**config.mk**
```make
export PLATFORM = sky130hd
export DESIGN_NAME = rf_scan_ctrl
export DESIGN_NICKNAME = d
export VERILOG_FILES = /design/src/rtl/rf_scan_pkg.sv /design/src/rtl/rf_scan_ctrl_timer.sv /design/src/rtl/rf_scan_ctrl.sv
export SDC_FILE = /design/constraint.sdc
export NUM_CORES = 1
export LEC_CHECK = 0
export BUFFER_PORTS_ARGS = -buffer_cell sky130_fd_sc_hd__clkbuf_2
export CELL_PAD_IN_SITES_DETAIL_PLACEMENT = 1
export CELL_PAD_IN_SITES_GLOBAL_PLACEMENT = 1
export CORE_ASPECT_RATIO = 1.5
export CORE_MARGIN = 1
export CORE_UTILIZATION = 33
export CTS_CLUSTER_DIAMETER = 40
export DETAILED_ROUTE_END_ITERATION = 8
export GPL_ROUTABILITY_DRIVEN = 0
export PLACE_DENSITY_LB_ADDON = 0.1
export SYNTH_ARGS = -nofsm -noshare
export SYNTH_HDL_FRONTEND = slang
export SYNTH_SLANG_ARGS = --single-unit
```
**constraint.sdc**
```tcl
create_clock -name clk -period 3.8 [get_ports clk]
set_input_delay 0.19 -clock clk [delete_from_list [all_inputs] [get_ports clk]]
set_output_delay 0.19 -clock clk [all_outputs]
set_load 0.1 [all_outputs]
```
**src/rtl/rf_scan_pkg.sv**
```systemverilog
// Shared encodings for the receptive-field scan sequencer.
// Global system states, scan FSM states and default frame length.
package rf_scan_pkg;

  localparam int N_RF_DEF = 16;

  typedef enum logic [1:0] {
    SYS_IDLE     = 2'b00,
    SYS_SAMPLE   = 2'b01,
    SYS_COMPLETE = 2'b10,
    SYS_UART     = 2'b11
  } sys_state_t;

  typedef enum logic [2:0] {
    S_IDLE   = 3'd0,
    S_LOAD   = 3'd1,
    S_DAC_WR = 3'd2,
    S_SETTLE = 3'd3,
    S_SAMPLE = 3'd4,
    S_NEXT   = 3'd5,
    S_DONE   = 3'd6,
    S_ERR    = 3'd7
  } scan_state_t;

endpackage

```
**src/rtl/rf_scan_ctrl_timer.sv**
```systemverilog
// Saturating 10-bit wait timer shared by the DAC, settle and ADC waits.
// Clear has priority; hit compares the running count to the limit.
module rf_wait_timer (
  input  logic       clk,
  input  logic       rst_n,
  input  logic       i_clr,
  input  logic       i_en,
  input  logic [9:0] i_limit,
  output logic       o_hit
);

  logic [9:0] r_cnt;

  // Count up while enabled, hold at all-ones, restart on clear.
  always_ff @(posedge clk or negedge rst_n) begin
    if (!rst_n) begin
      r_cnt <= '0;
    end else if (i_clr) begin
      r_cnt <= '0;
    end else if (i_en && (r_cnt != 10'h3FF)) begin
      r_cnt <= r_cnt + 10'd1;
    end
  end

  assign o_hit = (r_cnt == i_limit);

endmodule

```
**src/rtl/rf_scan_ctrl.sv**
```systemverilog
// Receptive-field scan sequencer for the 4-channel DAC read front end.
// Per position: load field, SPI update, settle, ADC handoff, advance.
module rf_scan_ctrl
  import rf_scan_pkg::*;
#(
  parameter int N_RF       = N_RF_DEF,
  parameter int SETTLE_CYC = 100,
  parameter int DAC_TMO    = 255,
  parameter int ADC_TMO    = 1023
) (
  input  logic            clk,
  input  logic            rst_n,
  input  logic            key_state,
  input  logic [1:0]      system_state,
  input  logic            frame_start,
  input  logic [4*N_RF-1:0] pattern,
  output logic [3:0]      field,
  output logic [4:0]      cnt_RF,
  output logic            dac_req,
  input  logic            dac_done,
  output logic            adc_req,
  input  logic            adc_ack,
  output logic            scan_busy,
  output logic            scan_done,
  output logic            err_tmo
);

  localparam logic [4:0] CNT_END  = 5'(N_RF);
  localparam logic [4:0] CNT_LAST = 5'(N_RF - 1);
  localparam logic [9:0] L_DAC    = 10'(DAC_TMO);
  localparam logic [9:0] L_SET    = 10'(SETTLE_CYC - 1);
  localparam logic [9:0] L_ADC    = 10'(ADC_TMO);

  scan_state_t r_state, w_state_nxt;

  logic [3:0]        r_field, w_field_nxt;
  logic [4:0]        r_cnt, w_cnt_nxt;
  logic              r_dac_req, w_dac_req_nxt;
  logic              r_adc_req, w_adc_req_nxt;
  logic              r_busy, w_busy_nxt;
  logic              r_done, w_done_nxt;
  logic              r_err, w_err_nxt;
  logic [4*N_RF-1:0] r_shadow, w_shadow_nxt;

  logic       w_run;
  logic       w_abort;
  logic       w_start;
  logic       w_to_err;
  logic       w_to_sample;
  logic       w_ack;
  logic       w_hit;
  logic       w_tmr_clr;
  logic       w_tmr_en;
  logic [9:0] w_limit;
  logic [3:0] w_nib;

  assign w_run   = key_state && (system_state == SYS_SAMPLE);
  assign w_abort = (r_state != S_IDLE) && !w_run;
  assign w_start = (r_state == S_IDLE) && frame_start && w_run;

  assign w_to_err    = (w_state_nxt == S_ERR);
  assign w_to_sample = (r_state == S_SETTLE) && (w_state_nxt == S_SAMPLE);
  assign w_ack       = (r_state == S_SAMPLE) && adc_ack;

  assign w_tmr_clr = (w_state_nxt != r_state);
  assign w_tmr_en  = (r_state == S_DAC_WR) ||
                     (r_state == S_SETTLE) ||
                     (r_state == S_SAMPLE);

  // Select the wait limit for whichever wait state is active.
  always_comb begin
    w_limit = '0;
    unique case (r_state)
      S_DAC_WR: w_limit = L_DAC;
      S_SETTLE: w_limit = L_SET;
      S_SAMPLE: w_limit = L_ADC;
      default:  w_limit = '0;
    endcase
  end

  rf_wait_timer u_tmr (
    .clk     (clk),
    .rst_n   (rst_n),
    .i_clr   (w_tmr_clr),
    .i_en    (w_tmr_en),
    .i_limit (w_limit),
    .o_hit   (w_hit)
  );

  // Pick the current position's nibble out of the latched pattern.
  always_comb begin
    w_nib = '0;
    for (int k = 0; k < N_RF; k++) begin
      if (r_cnt == 5'(k)) w_nib = r_shadow[4*k +: 4];
    end
  end

  // State register.
  always_ff @(posedge clk or negedge rst_n) begin
    if (!rst_n) r_state <= S_IDLE;
    else        r_state <= w_state_nxt;
  end

  // Next-state logic; losing run from any busy state aborts to idle.
  always_comb begin
    w_state_nxt = r_state;
    if (w_abort) begin
      w_state_nxt = S_IDLE;
    end else begin
      unique case (r_state)
        S_IDLE:   if (w_start) w_state_nxt = S_LOAD;
        S_LOAD:   w_state_nxt = S_DAC_WR;
        S_DAC_WR: begin
          if (dac_done)   w_state_nxt = S_SETTLE;
          else if (w_hit) w_state_nxt = S_ERR;
        end
        S_SETTLE: if (w_hit) w_state_nxt = S_SAMPLE;
        S_SAMPLE: begin
          if (adc_ack)    w_state_nxt = S_NEXT;
          else if (w_hit) w_state_nxt = S_ERR;
        end
        S_NEXT: begin
          if (r_cnt == CNT_LAST) w_state_nxt = S_DONE;
          else                   w_state_nxt = S_LOAD;
        end
        S_DONE:  w_state_nxt = S_IDLE;
        S_ERR:   w_state_nxt = S_IDLE;
        default: w_state_nxt = S_IDLE;
      endcase
    end
  end

  // Output next values, keyed on the transition being taken.
  always_comb begin
    w_field_nxt   = r_field;
    w_cnt_nxt     = r_cnt;
    w_dac_req_nxt = 1'b0;
    w_adc_req_nxt = r_adc_req;
    w_busy_nxt    = r_busy;
    w_done_nxt    = 1'b0;
    w_err_nxt     = r_err;
    w_shadow_nxt  = r_shadow;
    if (w_abort) begin
      w_cnt_nxt     = CNT_END;
      w_field_nxt   = '0;
      w_adc_req_nxt = 1'b0;
      w_busy_nxt    = 1'b0;
    end else begin
      unique case (1'b1)
        w_start: begin
          w_shadow_nxt = pattern;
          w_err_nxt    = 1'b0;
          w_busy_nxt   = 1'b1;
          w_cnt_nxt    = '0;
        end
        (r_state == S_LOAD): begin
          w_field_nxt   = w_nib;
          w_dac_req_nxt = 1'b1;
        end
        w_to_err: begin
          w_err_nxt     = 1'b1;
          w_cnt_nxt     = CNT_END;
          w_field_nxt   = '0;
          w_adc_req_nxt = 1'b0;
          w_busy_nxt    = 1'b0;
        end
        w_to_sample: w_adc_req_nxt = 1'b1;
        w_ack:       w_adc_req_nxt = 1'b0;
        (r_state == S_NEXT): begin
          if (r_cnt == CNT_LAST) begin
            w_cnt_nxt   = CNT_END;
            w_field_nxt = '0;
            w_done_nxt  = 1'b1;
            w_busy_nxt  = 1'b0;
          end else begin
            w_cnt_nxt = r_cnt + 5'd1;
          end
        end
        default: ;
      endcase
    end
  end

  // Output and shadow registers.
  always_ff @(posedge clk or negedge rst_n) begin
    if (!rst_n) begin
      r_field   <= '0;
      r_cnt     <= CNT_END;
      r_dac_req <= 1'b0;
      r_adc_req <= 1'b0;
      r_busy    <= 1'b0;
      r_done    <= 1'b0;
      r_err     <= 1'b0;
      r_shadow  <= '0;
    end else begin
      r_field   <= w_field_nxt;
      r_cnt     <= w_cnt_nxt;
      r_dac_req <= w_dac_req_nxt;
      r_adc_req <= w_adc_req_nxt;
      r_busy    <= w_busy_nxt;
      r_done    <= w_done_nxt;
      r_err     <= w_err_nxt;
      r_shadow  <= w_shadow_nxt;
    end
  end

  assign field     = r_field;
  assign cnt_RF    = r_cnt;
  assign dac_req   = r_dac_req;
  assign adc_req   = r_adc_req;
  assign scan_busy = r_busy;
  assign scan_done = r_done;
  assign err_tmo   = r_err;

endmodule

```
==> results.sh, run 1 <==
export IMPL_skew_ns=0.005928
export IMPL_cellPowerDensity_mw_per_mm2=421.1
export IMPL_tns_ns=0
export IMPL_cpMaxStageDelayCell="o221ai_1"
export IMPL_antenna_found_initial=0
export IMPL_port_buffers=85
export IMPL_critPathRequiredTime_ns=4.06
export IMPL_area_growth_pct=17.91
export IMPL_cts_buffers=9
export IMPL_rsz0062_at_grt="no"
export IMPL_synthesis_area_sq_mm=0.005079
export IMPL_min_path_type="input pin to flip-flop"
export IMPL_num_rows=55
export IMPL_ys_warnings_count=0
export IMPL_drt_iter0_drc=150
export IMPL_yosysSeqAreaShare=0.4486
export IMPL_arrival_ns=3.29
export IMPL_grt_max_degree=66
export IMPL_path_cells="ha_1 > and3_1 > ha_1 > buf_4 > nand2b_1 > a31o_2 > and2_1 > o221ai_1 > o21ai_0 > nor3_1"
export IMPL_drc=0
export IMPL_synth_fp_nets=685
export IMPL_clock_latency_ns=0.35
export IMPL_crit_top_cell="ha_1"
export IMPL_dr_pass1_iters=4
export IMPL_worst_slew_pin_slew_ns=0.8897
export IMPL_critical_path_top_delay_family="compound AO/OA/AOI/OAI gates"
export IMPL_async_flop_share=1.000
export IMPL_ys_ff_latch=91
export IMPL_grt_pass1_wl_um=25600
export IMPL_yosys_area_top_type_share=0.4435
export IMPL_gr_total_overflow=0
export IMPL_path_class="flip-flop to flip-flop"
export IMPL_start_util=0.3370
export IMPL_cts_root_buffer="clkbuf_16"
export IMPL_die_area_sq_mm=0.01590
export IMPL_fp_dieH_um=153.9
export IMPL_die_w_um=103.3
export IMPL_clockBufferDepth=2
export IMPL_hold_viol_final=0
export IMPL_vias=4603
export IMPL_ios=86
export IMPL_dp_hpwl_um=12170
export IMPL_globalRouteTotalUtil=0.2129
export IMPL_totalWireLength_um=15900
export IMPL_finalSetupViolCount=0
export IMPL_fin_crit_sh=0.7978
export IMPL_peakVddDrop_mv=0.2109
export IMPL_coreArea_sq_mm=0.01507
export IMPL_cts_sinks=91
export IMPL_maxSlewViolCount=0
export IMPL_slew_headroom=0.4050
export IMPL_utilization=0.3973
export IMPL_grt_pass1_vias=5032
export IMPL_ant_nets=0
export IMPL_syn_mean_instance_area_sq_um=8.367
export IMPL_synth_cells=607
export IMPL_end_kind="flip-flop"
export IMPL_tritoncts="built"
export IMPL_cts_setup_buffers=0
export IMPL_critical_path_buf_inv_count=1
export IMPL_p_leak_nw=2.897
export IMPL_cpPeakStageDelay_ns=0.70
export IMPL_outcome="complete, no violations"
export IMPL_n_fill_cell=1832
export IMPL_synth_edf_count=0
export IMPL_fin_crit_ns=3.032
export IMPL_layout_drive_gt1_share=0.1974
export IMPL_synth_area_top_cells="dfrtp_1 (44%), nand2_1 (16%), nor3_1 (2.2%)"
export IMPL_synth_ff_type="dfrtp_1"
export IMPL_path_clk_slew_ns=0.07
export IMPL_nNetsFinal=757
export IMPL_antenna_cells=0
export IMPL_crit_fanout=10
export IMPL_cts_htree_levels=3
export IMPL_synth_area_leader_cell="dfrtp_1"
export IMPL_synth_cell_type_count=76
export IMPL_maxCapViolCount=0
export IMPL_clock_fmax_mhz=329.9
export IMPL_wire_per_inst_um=18.00
export IMPL_via_per_inst=5.213
export IMPL_cp_start_kind="flip-flop"
## routing by layer
layer / part of all wire / wire (um) / GRT usage / up-vias
met2: 0.54 / 8656 / 0.4006 / 73
met3: 0.021 / 337 / 0.03364 / 27
met5: 0 / 0 / 0 / -
met4: 0.032 / 502 / 0.08182 / 0
met1: 0.40 / 6398 / 0.2311 / 2282
li1: - / - / - / 2221
## repair_timing
action                                  4_1_cts  5_1_grt
gates resized for setup                       0        0
hold endpoints to repair                     28        0
endpoints found under the setup margin        0        0
hold buffers                                  1        0
## logic make-up after synthesis
group / count (synthesis) / share of synthesized area
DFF: 91 / 0.4486
buffers and inverters: 53 / 0.04287
adders and majority gates: 6 / 0.01478
xor gates and xnor gates: 12 / 0.02217
and+or+nand+nor: 324 / 0.2855
AOI/OAI and AO/OA: 117 / 0.1771
muxes: 4 / 0.008869
## sequential cells by signal (all words and copies together) (netlist names)
signal,flops
adc_req,1
cnt_RF,5
dac_req,1
err_tmo,1
field,4
r_shadow,64
r_state,3
scan_busy,1
scan_done,1
u_tmr.r_cnt,10
## placed cells by master (no fill, tap or decap), types with 3 or more instances in the layout
cell type | netlist | final
a21o_1 | 6 | 6
a21oi_1 | 19 | 19
a22oi_1 | 3 | 3
a31oi_1 | 8 | 8
a32o_1 | 6 | 6
a32oi_1 | 5 | 5
and3_1 | 6 | 6
buf_4 | 2 | 10
clkbuf_16 | 0 | 9
clkbuf_2 | 0 | 84
dfrtp_1 | 90 | 90
ha_1 | 6 | 6
inv_1 | 16 | 16
inv_2 | 2 | 3
nand2_1 | 223 | 223
nand2b_1 | 4 | 4
nand3_1 | 10 | 9
nand4_1 | 3 | 3
nor2_1 | 19 | 19
nor2b_1 | 6 | 6
nor3_1 | 22 | 22
nor4_1 | 5 | 5
nor4bb_1 | 3 | 3
o211ai_1 | 4 | 4
o21a_1 | 3 | 3
o21ai_0 | 22 | 22
o21ai_1 | 3 | 3
o221ai_1 | 5 | 5
o22ai_1 | 3 | 3
o31a_1 | 3 | 3
or2_2 | 4 | 4
xnor2_1 | 5 | 5
xor2_1 | 6 | 6
## cells in the mapped netlist, drive strengths merged, types with 3 or more instances
cell type and number:
nand4 3, nand2b 4, a21o 7, clkbuf 24
a21oi 19, and3 6, a31o 3, buf 10
o211ai 5, a32oi 5, inv 18, nor2b 6
nor4bb 3, nor2 19, a22oi 4, a2111oi 3
o21ai 25, a221oi 3, nor4 6, nor3 23
a32o 6, nand3 10, mux2i 3, nand2 223
ha 6, a31oi 8, xnor2 6, xor2 6
o22ai 4, dfrtp 90, o21a 3, o221ai 5
nor3b 3, or2 4, o31a 3
## worst reg2reg max path, delay by kind of cell (launching register included)
kind	cells	cell delay (ns)
DFF	1	0.45
and+or+nand+nor	4	0.67
buffers and inverters	1	0.18
AOI/OAI and AO/OA	3	1.21
adders and majority gates	2	0.43
## final timing paths
kind	end	slack, ns	cells past startpoint	from
min in group asynchronous	r_shadow[58]$_DFFE_PN0P_	0.50	2	rst_n
hold / removal	r_shadow[13]$_DFFE_PN0P_	0.03	3	pattern[13]
hold reg to reg	r_shadow[8]$_DFFE_PN0P_	0.47	2	r_shadow[8]$_DFFE_PN0P_
setup / recovery	u_tmr.r_cnt[8]$_DFFE_PN0P_	0.77	10	cnt_RF[0]$_DFFE_PN0P_
setup reg to reg	u_tmr.r_cnt[8]$_DFFE_PN0P_	0.77	10	cnt_RF[0]$_DFFE_PN0P_
max in group asynchronous	r_shadow[21]$_DFFE_PN0P_	2.43	3	rst_n
## cell type report
type	instances	area, sq um	share of cell area
Clock buffer	12	246.5	0.04116
Clock inverter	4	50.05	0.008358
Inverter	19	71.32	0.01191
Multi-Input combinational cell	463	2587	0.4321
Sequential cell	91	2278	0.3805
Tap cell	199	249.0	0.04158
Timing Repair Buffer	95	505.5	0.08441
## power by group
group / total, mW / switching (mW) / internal [mW] / leakage, nW
registers: 1.24 / 0.119 / 1.12 / 1.17
clock network: 0.908 / 0.381 / 0.527 / 0.139
logic: 0.370 / 0.238 / 0.133 / 1.59
## metrics by stage
step           setup slack (ns)  power [mW]  hold slack, ns  std cells  area (sq um)
6_report                 0.7684       2.521         0.02810        883          5988
5_1_grt                  0.5492       2.657         0.03632        883          5988
3_3_place_gp             0.9446       1.622          0.3405        866          5682
4_1_cts                  0.7415       2.555         0.02654        883          5988
3_5_place_dp             0.7775       1.637          0.3433        866          5682
2_1_floorplan            0.1856       1.470         -0.1056        607          5079
Power figures use the tool's default switching activity.
==> inputs of run 2 (changes only) <==
==> constraint.sdc (replaced) <==
create_clock -name clk -period 2.5 [get_ports clk]
set_input_delay 0.125 -clock clk [delete_from_list [all_inputs] [get_ports clk]]
set_output_delay 0.125 -clock clk [all_outputs]
set_load 0.1 [all_outputs]
==> results.sh, run 2 (synthesis gave the netlist of run 1 again) <==
export IMPL_outcome="finished with violations"
export IMPL_violations="negative hold slack"
export IMPL_die_area_sq_mm=0.01590
export IMPL_final_seq_area_sq_mm=0.002297
export IMPL_p_total_mw=4.043
export IMPL_fin_crit_ns=2.431
export IMPL_min_path_type="input pin to flip-flop"
export IMPL_whs_ns=-0.001188
export IMPL_start_util=0.3370
export IMPL_tritoncts="built"
export IMPL_clkPwrFrac=0.362
export IMPL_path_cells="ha_4 > and3_4 > ha_4 > nand2b_1 > a31o_2 > and2_1 > o221ai_4 > buf_6 > nand2_1 > nor3_2"
export IMPL_rsz0062_at_grt="yes"
export IMPL_gr_total_overflow=0
export IMPL_grt_pass1_wl_um=27790
export IMPL_arrival_ns=2.70
export IMPL_grt_pass1_vias=5469
export IMPL_skew_ns=0.007888
export IMPL_cpPeakStageDelay_ns=0.52
export IMPL_end_kind="flip-flop"
export IMPL_vias=5044
export IMPL_placed_area_sq_mm=0.006037
export IMPL_p_sw_frac=0.2894
export IMPL_slew_headroom=0.3959
export IMPL_top_register="r_shadow"
export IMPL_worst_slew_pin_slew_ns=0.9033
export IMPL_path_clk_slew_ns=0.07
export IMPL_stdcell_area_sq_mm=0.007068
export IMPL_via_per_inst=5.173
export IMPL_critical_path_buf_inv_count=1
export IMPL_p_leak_nw=3.345
export IMPL_fp_dieH_um=153.9
export IMPL_totalWireLength_um=17470
export IMPL_ant_nets=0
export IMPL_layout_drive_gt1_share=0.2564
export IMPL_utilization=0.4690
export IMPL_die_w_um=103.3
export IMPL_cts_root_buffer="clkbuf_16"
export IMPL_wire_per_inst_um=17.92
export IMPL_maxCapViolCount=0
export IMPL_nNetsFinal=850
export IMPL_antenna_cells=0
export IMPL_clockBufferDepth=2
export IMPL_coreArea_sq_mm=0.01507
export IMPL_drc=0
export IMPL_cellPowerDensity_mw_per_mm2=572.0
export IMPL_dr_pass1_iters=4
export IMPL_cpMaxStageDelayCell="dfrtp_4"
export IMPL_switchingPower_mw=1.170
export IMPL_clock_fmax_mhz=411.4
export IMPL_area_growth_pct=39.17
export IMPL_layout_commonest_cell="nand2_1"
export IMPL_dp_hpwl_um=12890
export IMPL_hold_viol_final=1
export IMPL_critical_path_top_delay_family="simple AND/OR/NAND/NOR gates"
export IMPL_cts_sinks=91
export IMPL_n_fill_cell=1789
export IMPL_critPathRequiredTime_ns=2.76
export IMPL_drt_iter0_drc=155
export IMPL_finalSetupViolCount=0
export IMPL_tns_ns=0
export IMPL_pwr_share_comb=0.174
export IMPL_globalRouteTotalUtil=0.2302
export IMPL_crit_fanout=8
export IMPL_p_int_mw=2.873
export IMPL_largest_register_ffs=64
export IMPL_cts_buffers=9
export IMPL_peakVddDrop_mv=0.3400
export IMPL_cts_htree_levels=3
export IMPL_ios=86
export IMPL_seqPwrFrac=0.464
export IMPL_crit_top_cell="ha_4"
export IMPL_num_rows=55
export IMPL_port_buffers=85
export IMPL_antenna_found_initial=0
export IMPL_multi_input_area_sq_mm=0.002755
export IMPL_grt_max_degree=52
export IMPL_path_class="flip-flop to flip-flop"
export IMPL_fin_crit_sh=0.9724
export IMPL_maxSlewViolCount=0
export IMPL_most_common_layout_cells="nand2_1 (222), dfrtp_1 (86), clkbuf_2 (84)"
export IMPL_cp_start_kind="flip-flop"
export IMPL_clock_latency_ns=0.34
## run 2: final cells by class
| class | instances | share of cell area |
|---|---|---|
| flip-flops and latches | 91 | 0.3250 |
| clock inverters | 6 | 0.01275 |
| repair buffers | 187 | 0.1945 |
| clock buffers | 9 | 0.03186 |
| inverters | 19 | 0.01080 |
| multi-input cells | 464 | 0.3898 |
| well taps | 199 | 0.03523 |
## run 2: tightest hold or removal path, stage by stage
cell and delay, ns:
clkbuf_2 0.07, nand2_1 0.05, nand2_1 0.05
## run 2: metal layers
metal  vias to the layer above  global-route usage  routed length, um
li1                       2419                   -                  -
met2                        77              0.4568              10240
met4                         0             0.07847                500
met3                        29             0.02636                284
met5                         -                   0                  0
met1                      2519              0.2389               6446
## run 2: worst paths after layout
| path | startpoint | slack, ns | endpoint | cells after the start |
|---|---|---|---|---|
| worst max register to register | cnt_RF[0]$_DFFE_PN0P_ | 0.07 | u_tmr.r_cnt[7]$_DFFE_PN0P_ | 10 |
| worst max-delay path | cnt_RF[0]$_DFFE_PN0P_ | 0.07 | u_tmr.r_cnt[7]$_DFFE_PN0P_ | 10 |
| min in group asynchronous | rst_n | 0.34 | r_shadow[58]$_DFFE_PN0P_ | 2 |
| worst min register to register | r_shadow[44]$_DFFE_PN0P_ | 0.48 | r_shadow[44]$_DFFE_PN0P_ | 2 |
| worst min-delay path | pattern[27] | -0.001 | r_shadow[27]$_DFFE_PN0P_ | 3 |
| max in group asynchronous | rst_n | 1.50 | r_shadow[20]$_DFFE_PN0P_ | 3 |
## run 2: timing repair
| action | CTS | global route |
|---|---|---|
| gates cloned | 0 | 1 |
| setup endpoints to repair | 10 | 18 |
| pin swaps | 0 | 14 |
| hold endpoints to repair | 91 | 0 |
| gates resized for setup | 1 | 20 |
| buffers inserted | 0 | 8 |
| hold buffers | 53 | 0 |
## run 2: metrics by stage
stage                     worst slack, ns  std cells  hold WS [ns]
after floorplan                   -0.2326        607       -0.1706
after global placement            0.01785        898        0.1652
after detailed placement          -0.1012        898        0.1654
after CTS                        0.002208        966     0.0001991
after global routing             -0.02640        975      0.009286
final                             0.06901        975     -0.001188
## run 2: power by group through the flow
stage	Sequential, mW	Clock, mW	Combinational [mW]
2_1_floorplan	1.92	0	0.323
3_3_place_gp	1.90	0	0.598
3_5_place_dp	1.91	0	0.620
4_1_cts	1.88	1.51	0.691
5_1_grt	1.90	1.55	0.794
6_report	1.88	1.46	0.704
==> inputs of run 3 (changes only) <==
--- a/config.mk
+++ b/config.mk
@@ -9,12 +9,11 @@
 export CELL_PAD_IN_SITES_DETAIL_PLACEMENT = 1
 export CELL_PAD_IN_SITES_GLOBAL_PLACEMENT = 1
 export CORE_ASPECT_RATIO = 1.5
-export CORE_MARGIN = 1
 export CORE_UTILIZATION = 33
 export CTS_CLUSTER_DIAMETER = 40
 export DETAILED_ROUTE_END_ITERATION = 8
 export GPL_ROUTABILITY_DRIVEN = 0
-export PLACE_DENSITY_LB_ADDON = 0.1
+export PLACE_DENSITY = 0.71
 export SYNTH_ARGS = -nofsm -noshare
 export SYNTH_HDL_FRONTEND = slang
 export SYNTH_SLANG_ARGS = --single-unit
==> constraint.sdc (replaced) <==
create_clock -name clk -period 2.5 [get_ports clk]
set_input_delay 0.125 -clock clk [delete_from_list [all_inputs] [get_ports clk]]
set_output_delay 0.125 -clock clk [all_outputs]
set_load 0.05 [all_outputs]
==> results.sh, run 3 (synthesis gave the netlist of run 1 again) <==
export IMPL_globalRouteTotalUtil=0.2222
export IMPL_drc=0
export IMPL_fin_crit_ns=2.398
export IMPL_whs_ns=0.0008342
export IMPL_gr_total_overflow=0
export IMPL_peakVddDrop_mv=0.3089
export IMPL_dr_pass1_iters=6
export IMPL_coreArea_sq_mm=0.01507
export IMPL_path_class="flip-flop to flip-flop"
export IMPL_clock_fmax_mhz=416.9
export IMPL_cellPowerDensity_mw_per_mm2=577.2
export IMPL_most_common_layout_cells="nand2_1 (223), dfrtp_1 (86), clkbuf_2 (84)"
export IMPL_min_path_type="input pin to flip-flop"
export IMPL_cts_htree_levels=3
export IMPL_slew_headroom=0.4135
export IMPL_die_w_um=103.3
export IMPL_n_fill_cell=1791
export IMPL_hold_viol_final=0
export IMPL_cpPeakStageDelay_ns=0.45
export IMPL_p_sw_frac=0.2781
export IMPL_clock_latency_ns=0.34
export IMPL_utilization=0.4572
export IMPL_fin_crit_sh=0.9594
export IMPL_die_area_sq_mm=0.01590
export IMPL_grt_pass1_wl_um=26950
export IMPL_largest_register_ffs=64
export IMPL_worst_slew_pin_slew_ns=0.8771
export IMPL_end_kind="flip-flop"
export IMPL_drt_iter0_drc=159
export IMPL_area_growth_pct=35.67
export IMPL_pwr_share_comb=0.165
export IMPL_cp_start_kind="flip-flop"
export IMPL_nNetsFinal=835
export IMPL_maxCapViolCount=0
export IMPL_p_leak_nw=3.261
export IMPL_num_rows=55
export IMPL_cpMaxStageDelayCell="dfrtp_2"
export IMPL_fp_dieH_um=153.9
export IMPL_grt_max_degree=51
export IMPL_crit_fanout=8
export IMPL_port_buffers=85
export IMPL_ios=86
export IMPL_dp_hpwl_um=12470
export IMPL_crit_top_cell="ha_4"
export IMPL_via_per_inst=5.232
export IMPL_skew_ns=0.006252
export IMPL_clockBufferDepth=2
export IMPL_cts_buffers=9
export IMPL_clkPwrFrac=0.365
export IMPL_layout_drive_gt1_share=0.2336
export IMPL_start_util=0.3370
export IMPL_grt_pass1_vias=5502
export IMPL_layout_commonest_cell="nand2_1"
export IMPL_wire_per_inst_um=17.58
export IMPL_antenna_found_initial=0
export IMPL_finalSetupViolCount=0
export IMPL_cts_root_buffer="clkbuf_16"
export IMPL_totalWireLength_um=16890
export IMPL_ant_nets=0
export IMPL_path_clk_slew_ns=0.07
export IMPL_antenna_cells=0
export IMPL_p_int_mw=2.872
export IMPL_arrival_ns=2.62
export IMPL_tritoncts="built"
export IMPL_cts_sinks=91
export IMPL_switchingPower_mw=1.106
export IMPL_seqPwrFrac=0.470
export IMPL_maxSlewViolCount=0
export IMPL_top_register="r_shadow"
export IMPL_critPathRequiredTime_ns=2.72
export IMPL_p_total_mw=3.977
export IMPL_path_cells="ha_4 > and3_4 > ha_4 > inv_6 > a2111oi_4 > buf_4 > o211ai_4 > a21o_4 > a32o_1"
export IMPL_vias=5028
export IMPL_outcome="complete, no violations"
==> run 3: power by group through the flow <==
stage	clock [mW]	combinational (mW)	sequential, mW
global placement	0	0.556	1.89
CTS	1.48	0.652	1.87
finish	1.45	0.658	1.87
detailed placement	0	0.582	1.90
floorplan	0	0.323	1.88
global route	1.55	0.739	1.89
==> run 3: what timing repair did <==
action / in CTS / in global routing
pin swaps: 0 / 3
hold buffers: 50 / 2
setup endpoints to repair: 13 / 15
buffers inserted: 0 / 5
hold endpoints to repair: 97 / 2
gates resized for setup: 3 / 8
cloned: 0 / 1
==> run 3: path summary, 6_finish.rpt <==
kind                                          start                        to  slack (ns)  cells after the start
max                           cnt_RF[0]$_DFFE_PN0P_     cnt_RF[1]$_DFFE_PN0P_        0.10                      9
min                                     pattern[39]  r_shadow[39]$_DFFE_PN0P_      0.0008                      3
max reg2reg                   cnt_RF[0]$_DFFE_PN0P_     cnt_RF[1]$_DFFE_PN0P_        0.10                      9
min reg2reg                r_shadow[10]$_DFFE_PN0P_  r_shadow[10]$_DFFE_PN0P_        0.48                      2
max in group asynchronous                     rst_n  r_shadow[25]$_DFFE_PN0P_        1.46                      3
min in group asynchronous                     rst_n  r_shadow[61]$_DFFE_PN0P_        0.37                      2
==> run 3: layout make-up <==
cell class,instances,area (sq um),area share
Tap cell,199,249.0,0.03614
Inverter,19,76.32,0.01108
Multi-Input combinational cell,464,2730,0.3962
Sequential cell,91,2287,0.3319
Timing Repair Buffer,172,1236,0.1794
Clock buffer,12,236.5,0.03432
Clock inverter,4,75.07,0.01090
==> run 3: critical path, delay by kind of cell (launching register included) <==
family	cells	cell delay, ns
fa+ha+maj	2	0.37
simple gates	1	0.18
compound gates	4	0.98
buf+inv	2	0.28
flops	1	0.45
==> run 3: per-layer routing <==
metal	wire [um]	vias to the layer above	share of wire	GRT usage
li1	-	2388	-	-
met1	6347	2489	0.38	0.2321
met2	9462	110	0.56	0.4254
met3	407	41	0.024	0.03273
met4	672	0	0.040	0.09457
met5	0	-	0	0
==> run 3: through the flow <==
step           cell area (sq um)  setup TNS, ns  setup WS (ns)  std cells
4_1_cts                     6766              0        0.01253        953
6_report                    6890              0         0.1016        961
2_1_floorplan               5199         -1.016        -0.1554        607
3_5_place_dp                5933         -1.229        -0.1478        887
3_3_place_gp                5933        -0.3507       -0.03948        887
5_1_grt                     6890      -0.007424      -0.005632        961
